**config.mk**
```make
export PLATFORM = sky130hd
export DESIGN_NAME = uart_rx
export DESIGN_NICKNAME = d
export VERILOG_FILES = /design/src/rtl/uart_rx.sv
export SDC_FILE = /design/constraint.sdc
export NUM_CORES = 1
export LEC_CHECK = 0
export ABC_AREA = 1
export BUFFER_PORTS_ARGS = -buffer_cell sky130_fd_sc_hd__buf_4
export CAP_MARGIN = 25
export CORE_MARGIN = 4
export CORE_UTILIZATION = 50
export DETAILED_ROUTE_END_ITERATION = 16
export PLACE_DENSITY = 0.72
export SYNTH_ARGS = -nofsm -noshare
export SYNTH_HDL_FRONTEND = slang
export SYNTH_SLANG_ARGS = --single-unit
```
**constraint.sdc**
```tcl
create_clock -name CLK -period 2.2 [get_ports CLK]
set_clock_uncertainty 0.2 [all_clocks]
set_input_delay 0.33 -clock CLK [delete_from_list [all_inputs] [get_ports CLK]]
set_output_delay 0.33 -clock CLK [all_outputs]
set_load 0.02 [all_outputs]
```
**src/rtl/uart_rx.sv**
```systemverilog
// ============================================================================
// Module      : uart_rx
// Description : Oversampling UART receiver with optional even/odd parity.
//               Define UART_RX_MAJORITY_VOTE_EN for 2-of-3 majority sampling.
// Revision    : 1.0 - initial release
// ============================================================================
`timescale 1ns/1ps
`default_nettype none

module uart_rx #(
    parameter int DATA_WIDTH = 8
) (
    input  logic                  CLK,
    input  logic                  RST,
    input  logic                  RX_IN,
    input  logic [5:0]            Prescale,
    input  logic                  PAR_EN,
    input  logic                  PAR_TYP,
    output logic [DATA_WIDTH-1:0] P_DATA,
    output logic                  Data_Valid,
    output logic                  Parity_Error,
    output logic                  Stop_Error
);

    localparam int BCW = (DATA_WIDTH > 2) ? $clog2(DATA_WIDTH) : 1;

    localparam logic [2:0] c_IDLE   = 3'd0;
    localparam logic [2:0] c_START  = 3'd1;
    localparam logic [2:0] c_DATA   = 3'd2;
    localparam logic [2:0] c_PARITY = 3'd3;
    localparam logic [2:0] c_STOP   = 3'd4;

    localparam logic [BCW-1:0] c_LAST_BIT = BCW'(DATA_WIDTH - 1);

    logic [2:0]            state_q,    state_d;
    logic [5:0]            edge_cnt_q, edge_cnt_d;
    logic [BCW-1:0]        bit_cnt_q,  bit_cnt_d;
    logic [DATA_WIDTH-1:0] shift_q,    shift_d;
    logic [5:0]            pre_q,      pre_d;
    logic                  pen_q,      pen_d;
    logic                  ptyp_q,     ptyp_d;
    logic                  par_err_q,  par_err_d;
    logic [DATA_WIDTH-1:0] pdata_q,    pdata_d;
    logic                  dv_q,       dv_d;
    logic                  pe_q,       pe_d;
    logic                  se_q,       se_d;

    logic [5:0]            w_half;
    logic                  w_last_edge;
    logic                  w_samp_edge;
    logic                  w_bit;
    logic                  w_exp_par;
    logic [DATA_WIDTH:0]   w_shift_in;

    assign w_half      = {1'b0, pre_q[5:1]};
    assign w_last_edge = (edge_cnt_q == pre_q - 6'd1);
    assign w_exp_par   = ptyp_q ? ~^shift_q : ^shift_q;
    assign w_shift_in  = {w_bit, shift_q};

`ifdef UART_RX_MAJORITY_VOTE_EN
    // Two early samples are held; the third is the live line at half+1.
    logic samp0_q, samp1_q;

    always_ff @(posedge CLK or negedge RST) begin
        if (!RST) begin
            samp0_q <= 1'b1;
            samp1_q <= 1'b1;
        end else begin
            if (edge_cnt_q == w_half - 6'd1) samp0_q <= RX_IN;
            if (edge_cnt_q == w_half)        samp1_q <= RX_IN;
        end
    end

    assign w_samp_edge = (edge_cnt_q == w_half + 6'd1);
    assign w_bit       = (samp0_q & samp1_q) | (samp0_q & RX_IN) | (samp1_q & RX_IN);
`else
    assign w_samp_edge = (edge_cnt_q == w_half);
    assign w_bit       = RX_IN;
`endif

    always_comb begin
        state_d    = state_q;
        edge_cnt_d = w_last_edge ? 6'd0 : edge_cnt_q + 6'd1;
        bit_cnt_d  = bit_cnt_q;
        shift_d    = shift_q;
        pre_d      = pre_q;
        pen_d      = pen_q;
        ptyp_d     = ptyp_q;
        par_err_d  = par_err_q;
        pdata_d    = pdata_q;
        dv_d       = 1'b0;
        pe_d       = 1'b0;
        se_d       = 1'b0;

        case (state_q)
            c_IDLE: begin
                edge_cnt_d = 6'd0;
                bit_cnt_d  = '0;
                // The cycle that sees the falling edge is edge_cnt 0 of the start bit.
                if (!RX_IN) begin
                    state_d    = c_START;
                    edge_cnt_d = 6'd1;
                    pre_d      = Prescale;
                    pen_d      = PAR_EN;
                    ptyp_d     = PAR_TYP;
                    par_err_d  = 1'b0;
                end
            end
            c_START: begin
                if (w_samp_edge && w_bit) begin
                    state_d    = c_IDLE;
                    edge_cnt_d = 6'd0;
                end else if (w_last_edge) begin
                    state_d   = c_DATA;
                    bit_cnt_d = '0;
                end
            end
            c_DATA: begin
                if (w_samp_edge) shift_d = w_shift_in[DATA_WIDTH:1];
                if (w_last_edge) begin
                    if (bit_cnt_q == c_LAST_BIT) begin
                        bit_cnt_d = '0;
                        state_d   = pen_q ? c_PARITY : c_STOP;
                    end else begin
                        bit_cnt_d = bit_cnt_q + 1'b1;
                    end
                end
            end
            c_PARITY: begin
                if (w_samp_edge) par_err_d = (w_bit != w_exp_par);
                if (w_last_edge) state_d = c_STOP;
            end
            c_STOP: begin
                // Decide at the sample point and return early so a
                // back-to-back start bit is not missed.
                if (w_samp_edge) begin
                    state_d    = c_IDLE;
                    edge_cnt_d = 6'd0;
                    se_d       = ~w_bit;
                    pe_d       = par_err_q;
                    if (w_bit && !par_err_q) begin
                        pdata_d = shift_q;
                        dv_d    = 1'b1;
                    end
                end
            end
            default: begin
                state_d    = c_IDLE;
                edge_cnt_d = 6'd0;
                bit_cnt_d  = '0;
            end
        endcase
    end

    always_ff @(posedge CLK or negedge RST) begin
        if (!RST) begin
            state_q    <= c_IDLE;
            edge_cnt_q <= 6'd0;
            bit_cnt_q  <= '0;
            shift_q    <= '0;
            pre_q      <= 6'd8;
            pen_q      <= 1'b0;
            ptyp_q     <= 1'b0;
            par_err_q  <= 1'b0;
            pdata_q    <= '0;
            dv_q       <= 1'b0;
            pe_q       <= 1'b0;
            se_q       <= 1'b0;
        end else begin
            state_q    <= state_d;
            edge_cnt_q <= edge_cnt_d;
            bit_cnt_q  <= bit_cnt_d;
            shift_q    <= shift_d;
            pre_q      <= pre_d;
            pen_q      <= pen_d;
            ptyp_q     <= ptyp_d;
            par_err_q  <= par_err_d;
            pdata_q    <= pdata_d;
            dv_q       <= dv_d;
            pe_q       <= pe_d;
            se_q       <= se_d;
        end
    end

    assign P_DATA       = pdata_q;
    assign Data_Valid   = dv_q;
    assign Parity_Error = pe_q;
    assign Stop_Error   = se_q;

endmodule

`default_nettype wire

```
**Word-level counts from Yosys, hierarchy flattened**

Index checks and enable logic that the tools add are counted.

- Bits in registers: 40
- Word-level logic and storage cells: 79
- Output and inout port bits: 11
- Input port bits: 11

- Reduce and logical (&&, ||, !) cells: 15
- Add/subtract/negate cells: 3
- Bitwise operators: 2
- Eq/ne operators: 17
- Multiplexer cells: 30

Operators with widths:

| kind | count |
|---|---|
| two-way mux 3 bit | 12 |
| one-hot mux 6 bit (4 select lines) | 1 |
| two-way mux 6 bit | 3 |
| != test 2 bit, second input constant | 8 |
| one-hot mux 3 bit (5 select lines) | 1 |
| two-way mux 1 bit | 11 |
| one-hot mux 3 bit (3 select lines) | 1 |
| XNOR reduction 8 bit | 1 |
| parity 8 bit | 1 |
| adder 6 x 1 -> 6 bit, second input constant | 1 |
| equality test 3 x 2 -> 1 bit, second input constant | 2 |
| equality test 3 bit, second input constant | 2 |
| equality test 6 x 5 -> 1 bit | 1 |
| equality test 6 bit | 1 |
| AND reduction 3 bit | 2 |
| AND reduction 6 bit | 1 |
| subtractor 6 x 1 -> 6 bit, second input constant | 1 |
| AND reduction 2 bit | 2 |
| AND reduction 4 bit | 1 |
| OR reduction 2 bit | 2 |
| adder 3 x 1 -> 3 bit, second input constant | 1 |
| equality test 3 x 1 -> 1 bit, second input constant | 1 |
| zero test 3 bit | 1 |
| != test 3 bit, second input constant | 1 |
| 6 further kinds | 8 |

**Logic depth before layout (Yosys ltp)**

Gate-level depths: netlist of the first run.

- Depth in word-level cells: 5
- Depth in mapped cells: 13

**Least setup slack after synthesis of the first run**

OpenSTA, ideal clock, no wires.

- Path type: register to register
- Start: reg pre_q[0]
- End: reg bit_cnt_q[0]
- Data arrival time: 1.583 ns
- Path slack: 0.300 ns
- Cell stages (with the launch flop): 13
- Required time: 1.883 ns
- Path through: dfrtp_1 inv_1 ha_1 nand2_1 nand2_1 nor2_1 nand2_1 nor2_1 nand3_1 a21oi_2 nand2_1 nand2_1 nand2_1

- Cells in the longest elaborated chain, start to end: 4
- Elaborated cells on any way between the ends: 5
- Those cells by class: add/sub (1); eq/ne (3); reduce/logical (1)

RTL lines:

| element | RTL line | text |
|---|---|---|
| start: declaration | 39 | `logic [5:0] pre_q, pre_d;` |
| start signal: assignment | 174 | `pre_q <= pre_d;` |
| subtractor 6 x 1 -> 6 bit (*) | 56 | `assign w_last_edge = (edge_cnt_q == pre_q - 6'd1);` |
| equality test 6 bit (*) | 56 |  |
| != test 2 bit (no line) | n/a |  |
| AND reduction 4 bit (no line) (*) | n/a |  |
| end signal: assignment | 172 | `bit_cnt_q <= bit_cnt_d;` |
| end: declaration | 37 | `logic [BCW-1:0] bit_cnt_q, bit_cnt_d;` |

Every way passes the cells marked *; elsewhere a longest branch is shown, timed or not.
A chain may end at the register's enable or synchronous reset.

**Worst setup path after layout of the first run**

- Start: reg pre_q[0]
- End: reg bit_cnt_q[1]

The elaborated chain is that of the path after synthesis.

==> impl_metrics.env, run 1 <==
export IMPL_wl_mm=4.24
export IMPL_syn_inst=277
export IMPL_worstSetupStartpointType="register"
export IMPL_vias=1804
export IMPL_num_io_pins=22
export IMPL_powerDensity_mw_per_mm2=1210
export IMPL_synth_seq_cells=40
export IMPL_tightest_slew_ps=494
export IMPL_io_buffers=21
export IMPL_numCtsBuffers=5
export IMPL_globalplace_congestion=0.866
export IMPL_crit_fanout=6
export IMPL_reg2reg_slack_ps=80
export IMPL_overflow=0
export IMPL_slowest_delay_ps=410
export IMPL_crit_start="pre_q[0]$_DFFE_PN0P_"
export IMPL_drt_iter0_drc=117
export IMPL_design_core_area_mm2=0.00412
export IMPL_arrival_ps=2160
export IMPL_syn_nets=292
export IMPL_fp_dieH_um=74.4
export IMPL_n_fill_cell=384
export IMPL_antenna_found_initial=0
export IMPL_hold_class="in -> reg"
export IMPL_h_tree_depth=2
export IMPL_postLayoutCellArea_mm2=0.00257
export IMPL_end_kind="register"
export IMPL_max_vdd_ir_drop_uv=661
export IMPL_outcome="finished, final reports clean"
export IMPL_r2r_end="bit_cnt_q[1]$_DFFE_PN0P_"
export IMPL_firstDrtPassIters=4
export IMPL_rows=23
export IMPL_drc=0
export IMPL_final_core_util=0.624
export IMPL_clk_latency_ps=300
export IMPL_postRouteAntennaNets=0
export IMPL_path_class="reg -> reg"
export IMPL_via_per_inst=5.05
export IMPL_cp_depth=12
export IMPL_clock_sinks=40
export IMPL_drive_above_1_share=0.218
export IMPL_clkTransAtPathRegs_ps=90
export IMPL_path_common_cell="nand2_1"
export IMPL_setup_violations=0
export IMPL_diodes=0
export IMPL_root_buffer="clkbuf_8"
export IMPL_cts_tree="done"
export IMPL_postPlaceCellArea_mm2=0.00240
export IMPL_cts_buffer_depth=2
export IMPL_required_ps=2240
export IMPL_grt_max_degree=41
export IMPL_fmax_mhz=471
export IMPL_die_w_um=74.4
export IMPL_die_area_mm2=0.00553
export IMPL_avgSynthCellArea_um2=7.95
export IMPL_area_growth_pct=16.5
export IMPL_path_cells="inv_2, ha_2, nand2_1, nand2_1, nor2_2, nand2_1, nor2_2, nand3_2, a21oi_4, buf_4, nand3_1, nand2_1"
export IMPL_r2r_start="pre_q[0]$_DFFE_PN0P_"
export IMPL_setup_tns_final_ps=0
export IMPL_drv_slew=0
export IMPL_yosysWarnings=0
export IMPL_start_util=0.535
export IMPL_hpwl_mm=3.07
export IMPL_grt_pass1_vias=1759
export IMPL_grt_usage=0.180
export IMPL_synth_area_mm2=0.00220
export IMPL_max_slew_margin=0.671
export IMPL_path_buf_inv=2
export IMPL_hold_viol=0
export IMPL_synth_cell_types=32
export IMPL_final_nets=321
export IMPL_drv_cap=0
export IMPL_grt_pass1_wl_mm=7.62
export IMPL_yosysSeqAreaShare=0.455
export IMPL_min_period_over_period=0.964
export IMPL_power_leakage_nw=1.31
export IMPL_reg2reg_depth=12
export IMPL_hold_depth=3
export IMPL_crit_path_end="bit_cnt_q[1]$_DFFE_PN0P_"
export IMPL_crit_family="simple AND/OR/NAND/NOR gates"
export IMPL_cpMaxStageDelayCell="dfrtp_1"
export IMPL_period_minus_slack_ps=2120
export IMPL_wl_per_cell_um=11.9
## layer usage
layer / up-vias / track usage / wire length (um) / part of all wire
li1: 923 / - / - / -
met1: 837 / 0.233 / 1920 / 0.45
met2: 36 / 0.279 / 1980 / 0.47
met3: 8 / 0.0527 / 253 / 0.060
met4: 0 / 0.0810 / 90 / 0.021
met5: - / 0 / 0 / 0
## area by class of cell
type	count	area, um2	area share
multi-input cells	195	1050	0.408
flip-flops and latches	40	1000	0.391
repair buffers	25	190	0.0741
inverters	39	148	0.0575
clock buffers	5	68.8	0.0268
well taps	50	62.6	0.0244
clock inverters	3	47.5	0.0185
## repair_timing
action / CTS / global route
buffers inserted: 0 / 2
endpoints found under the hold margin: 39 / 0
gates resized for setup: 0 / 7
hold buffers: 1 / 0
setup endpoints to repair: 0 / 5
## cell families (layout without fill, tap and decap cells)
kind of cell	count (synthesis)	count (layout)	synth area share
buffers and inverters	42	72	0.0795
multiplexers	1	1	0.00511
AND/OR/NAND/NOR	147	147	0.303
XOR/XNOR	13	13	0.0517
AO/OA/AOI/OAI	30	30	0.0830
flip-flops	40	40	0.455
adder cells (fa/ha/maj)	4	4	0.0227
## state kept, by name, summed over array words and instances, names as in the netlist
name          count
Data_Valid        1
P_DATA            8
Parity_Error      1
Stop_Error        1
state_q           3
pre_q             6
ptyp_q            1
shift_q           8
par_err_q         1
pen_q             1
edge_cnt_q        6
bit_cnt_q         3
## power by group
| group | internal [mW] | leakage, nW | switching, mW | total, mW |
|---|---|---|---|---|
| registers | 0.912 | 0.531 | 0.189 | 1.10 |
| clock network | 0.342 | 0.0583 | 0.279 | 0.620 |
| logic | 0.523 | 0.720 | 0.872 | 1.40 |
| total | 1.78 | 1.31 | 1.34 | 3.12 |
## per-stage QoR
stage | hold WS [ps] | worst slack (ps) | power, mW | std cells
2_1_floorplan | -166 | 300 | 2.13 | 277
3_3_place_gp | 134 | 200 | 2.40 | 346
3_5_place_dp | 136 | 112 | 2.42 | 346
4_1_cts | 18.0 | 91.3 | 3.06 | 355
5_1_grt | 35.1 | -59.7 | 3.43 | 357
6_report | 26.2 | 79.0 | 3.12 | 357
## worst reg2reg max path, stage by stage (launching register included)
cell     delay, ps
dfrtp_1        410
inv_2          100
ha_2           280
nand2_1         70
nand2_1         60
nor2_2         140
nand2_1         80
nor2_2         110
nand3_2        130
a21oi_4        220
buf_4          140
nand3_1         60
nand2_1         70
## cells in the final DEF, fill, tap and decap left out, drive strengths merged
cell type,instances
ha,4
dfrtp,39
bufinv,1
dlygate4sd3,1
nand2,88
or2,2
o21bai,1
nor3,6
dfstp,1
mux2,1
nor2,28
xor2,7
clkinv,3
nand4,2
buf,24
a21oi,3
inv,38
nand3,21
o21ai,26
xnor2,6
clkbuf,5
## how the worst min path moves through the flow
stage                           start              endpoint
after global routing      Prescale[0]  pre_q[0]$_DFFE_PN0P_
after global placement            RST  pre_q[2]$_DFFE_PN0P_
after floorplan                   RST  Data_Valid$_DFF_PN0_
after CTS                 Prescale[1]  pre_q[1]$_DFFE_PN0P_
final                     Prescale[2]  pre_q[2]$_DFFE_PN0P_
after detailed placement          RST  pre_q[0]$_DFFE_PN0P_
## synthesized netlist by cell type
cell type,n,area share
a21oi_1,2,0.0045
a21oi_2,1,0.0040
buf_2,1,0.0023
buf_6,2,0.010
clkinv_2,1,0.0023
dfrtp_1,39,0.44
dfstp_2,1,0.012
ha_1,4,0.023
inv_1,32,0.055
inv_2,6,0.010
mux2_2,1,0.0051
nand2_1,84,0.14
nand2_2,3,0.0085
nand2_4,1,0.0051
nand3_1,20,0.045
nand3_4,1,0.0080
nand4_1,1,0.0028
nand4_4,1,0.0097
nor2_1,25,0.043
nor2_2,2,0.0057
nor2_4,1,0.0051
nor3_1,4,0.0091
nor3_2,1,0.0045
nor3_4,1,0.0074
o21ai_0,12,0.027
o21ai_1,7,0.016
o21ai_2,7,0.028
o21bai_1,1,0.0034
or2_1,1,0.0028
or2_2,1,0.0028
xnor2_1,6,0.024
xor2_1,7,0.028
Note: power is estimated with default switching activity, not from simulation.
==> inputs of run 2 (changes only) <==
Settings changed: CAP_MARGIN 25 to unset.
Clock period 2.2 ns to 2.05 ns, I/O delays scaled along.
==> impl_metrics.env, run 2 (synthesis results as in run 1) <==
export IMPL_p_int_mw=1.97
export IMPL_num_io_pins=22
export IMPL_hold_viol=0
export IMPL_p_sw_mw=1.49
export IMPL_design_core_area_mm2=0.00412
export IMPL_drv_slew=0
export IMPL_drv_cap=0
export IMPL_power_frac_comb=0.470
export IMPL_diodes=0
export IMPL_fmax_mhz=504
export IMPL_rows=23
export IMPL_postPlaceCellArea_mm2=0.00242
export IMPL_wl_per_cell_um=12.0
export IMPL_clk_latency_ps=290
export IMPL_antenna_found_initial=0
export IMPL_max_vdd_ir_drop_uv=538
export IMPL_tightest_slew_ps=500
export IMPL_power_leakage_nw=1.34
export IMPL_grt_pass1_vias=1706
export IMPL_vias=1810
export IMPL_path_common_cell="nand2_1"
export IMPL_pwr_share_seq=0.339
export IMPL_path_cells="inv_2, ha_4, nand2_1, nand2_1, nor2_2, nand2_1, nor2_1, nand3_2, a21oi_4, buf_4, nand3_1, nand2_1"
export IMPL_placed_cells_incl_taps=349
export IMPL_switching_share=0.430
export IMPL_min_period_over_period=0.969
export IMPL_max_slew_margin=0.667
export IMPL_seqCellArea_mm2=0.00100
export IMPL_die_area_mm2=0.00553
export IMPL_firstDrtPassIters=4
export IMPL_final_nets=325
export IMPL_postLayoutCellArea_mm2=0.00263
export IMPL_grt_max_degree=41
export IMPL_hold_class="in -> reg"
export IMPL_numCtsBuffers=5
export IMPL_h_tree_depth=2
export IMPL_drc=0
export IMPL_cpMaxStageDelayCell="dfrtp_1"
export IMPL_final_cells=361
export IMPL_crit_fanout=4
export IMPL_postRouteAntennaNets=0
export IMPL_clockPowerShare=0.191
export IMPL_hpwl_mm=3.06
export IMPL_drt_iter0_drc=104
export IMPL_cts_tree="done"
export IMPL_final_cell_mix="nand2_1, dfrtp_1, inv_1, buf_4, nor2_1"
export IMPL_path_buf_inv=2
export IMPL_worstSetupStartpointType="register"
export IMPL_wl_mm=4.34
export IMPL_multiInputGateArea_mm2=0.00107
export IMPL_globalplace_congestion=0.909
export IMPL_clock_sinks=40
export IMPL_grt_usage=0.176
export IMPL_io_buffers=21
export IMPL_setup_violations=0
export IMPL_final_common_cell="nand2_1"
export IMPL_area_growth_pct=19.6
export IMPL_slowest_delay_ps=400
export IMPL_n_fill_cell=360
export IMPL_grt_pass1_wl_mm=7.45
export IMPL_path_class="reg -> reg"
export IMPL_root_buffer="clkbuf_8"
export IMPL_drive_above_1_share=0.238
export IMPL_die_w_um=74.4
export IMPL_via_per_inst=5.01
export IMPL_crit_family="simple AND/OR/NAND/NOR gates"
export IMPL_arrival_ps=2020
export IMPL_outcome="finished, final reports clean"
export IMPL_powerDensity_mw_per_mm2=1310
export IMPL_fp_dieH_um=74.4
export IMPL_clkTransAtPathRegs_ps=90
export IMPL_required_ps=2080
export IMPL_overflow=0
export IMPL_power_mw=3.45
export IMPL_end_kind="register"
export IMPL_start_util=0.535
export IMPL_cts_buffer_depth=2
export IMPL_period_minus_slack_ps=1990
## run 2: path summary, 6_finish.rpt
| kind | slack [ps] | cells after the start | startpoint | endpoint |
|---|---|---|---|---|
| setup reg to reg | 60 | 12 | pre_q[1]$_DFFE_PN0P_ | bit_cnt_q[0]$_DFFE_PN0P_ |
| setup / recovery | 60 | 12 | pre_q[1]$_DFFE_PN0P_ | bit_cnt_q[0]$_DFFE_PN0P_ |
| hold reg to reg | 280 | 2 | bit_cnt_q[1]$_DFFE_PN0P_ | bit_cnt_q[1]$_DFFE_PN0P_ |
| hold / removal | 10 | 3 | PAR_EN | pen_q$_DFFE_PN0P_ |
| min in group asynchronous | 310 | 2 | RST | pen_q$_DFFE_PN0P_ |
| max in group asynchronous | 980 | 2 | RST | bit_cnt_q[2]$_DFFE_PN0P_ |
## run 2: repair_timing
item | 4_1_cts | 5_1_grt
hold buffers | 1 | 0
pin swaps | 1 | 7
buffers inserted | 1 | 2
resized for setup | 0 | 12
endpoints found under the hold margin | 39 | 0
endpoints found under the setup margin | 3 | 19
## run 2: worst reg2reg max path, delay by kind of cell, from the launching register on
kind | cells | cell delay [ps]
flops | 1 | 400
compound gates | 1 | 160
simple gates | 8 | 700
buf+inv | 2 | 240
fa+ha+maj | 1 | 210
## run 2: final cells by class
| class | count | share of cell area |
|---|---|---|
| inverter | 39 | 0.0561 |
| timing repair buffer | 29 | 0.0884 |
| clock buffer | 5 | 0.0261 |
| multi-input combinational | 195 | 0.408 |
| tap | 50 | 0.0238 |
| clock inverter | 3 | 0.0176 |
| sequential | 40 | 0.381 |
## run 2: power by group through the flow
stage / logic (mW) / registers [mW] / clock network [mW]
after global placement: 1.44 / 1.18 / 0
after CTS: 1.48 / 1.17 / 0.678
final: 1.62 / 1.17 / 0.660
after global routing: 1.87 / 1.20 / 0.707
after floorplan: 1.13 / 1.16 / 0
after detailed placement: 1.45 / 1.18 / 0
## run 2: layer usage
layer / track usage / part of all wire / up-vias
met4: 0.0534 / 0.023 / 0
met2: 0.281 / 0.47 / 48
met5: 0 / 0 / -
met3: 0.0432 / 0.045 / 12
met1: 0.236 / 0.46 / 821
li1: - / - / 929
## run 2: stage by stage
| step | hold slack, ps | setup TNS [ps] | setup WS, ps | util |
|---|---|---|---|---|
| global placement | 112 | 0 | 85.0 | 0.589 |
| detailed placement | 117 | 0 | 1.09 | 0.589 |
| CTS | 3.99 | 0 | 20.1 | 0.621 |
| finish | 12.7 | 0 | 64.2 | 0.640 |
| floorplan | -188 | 0 | 150 | - |
| global route | 32.9 | -151 | -55.6 | 0.640 |
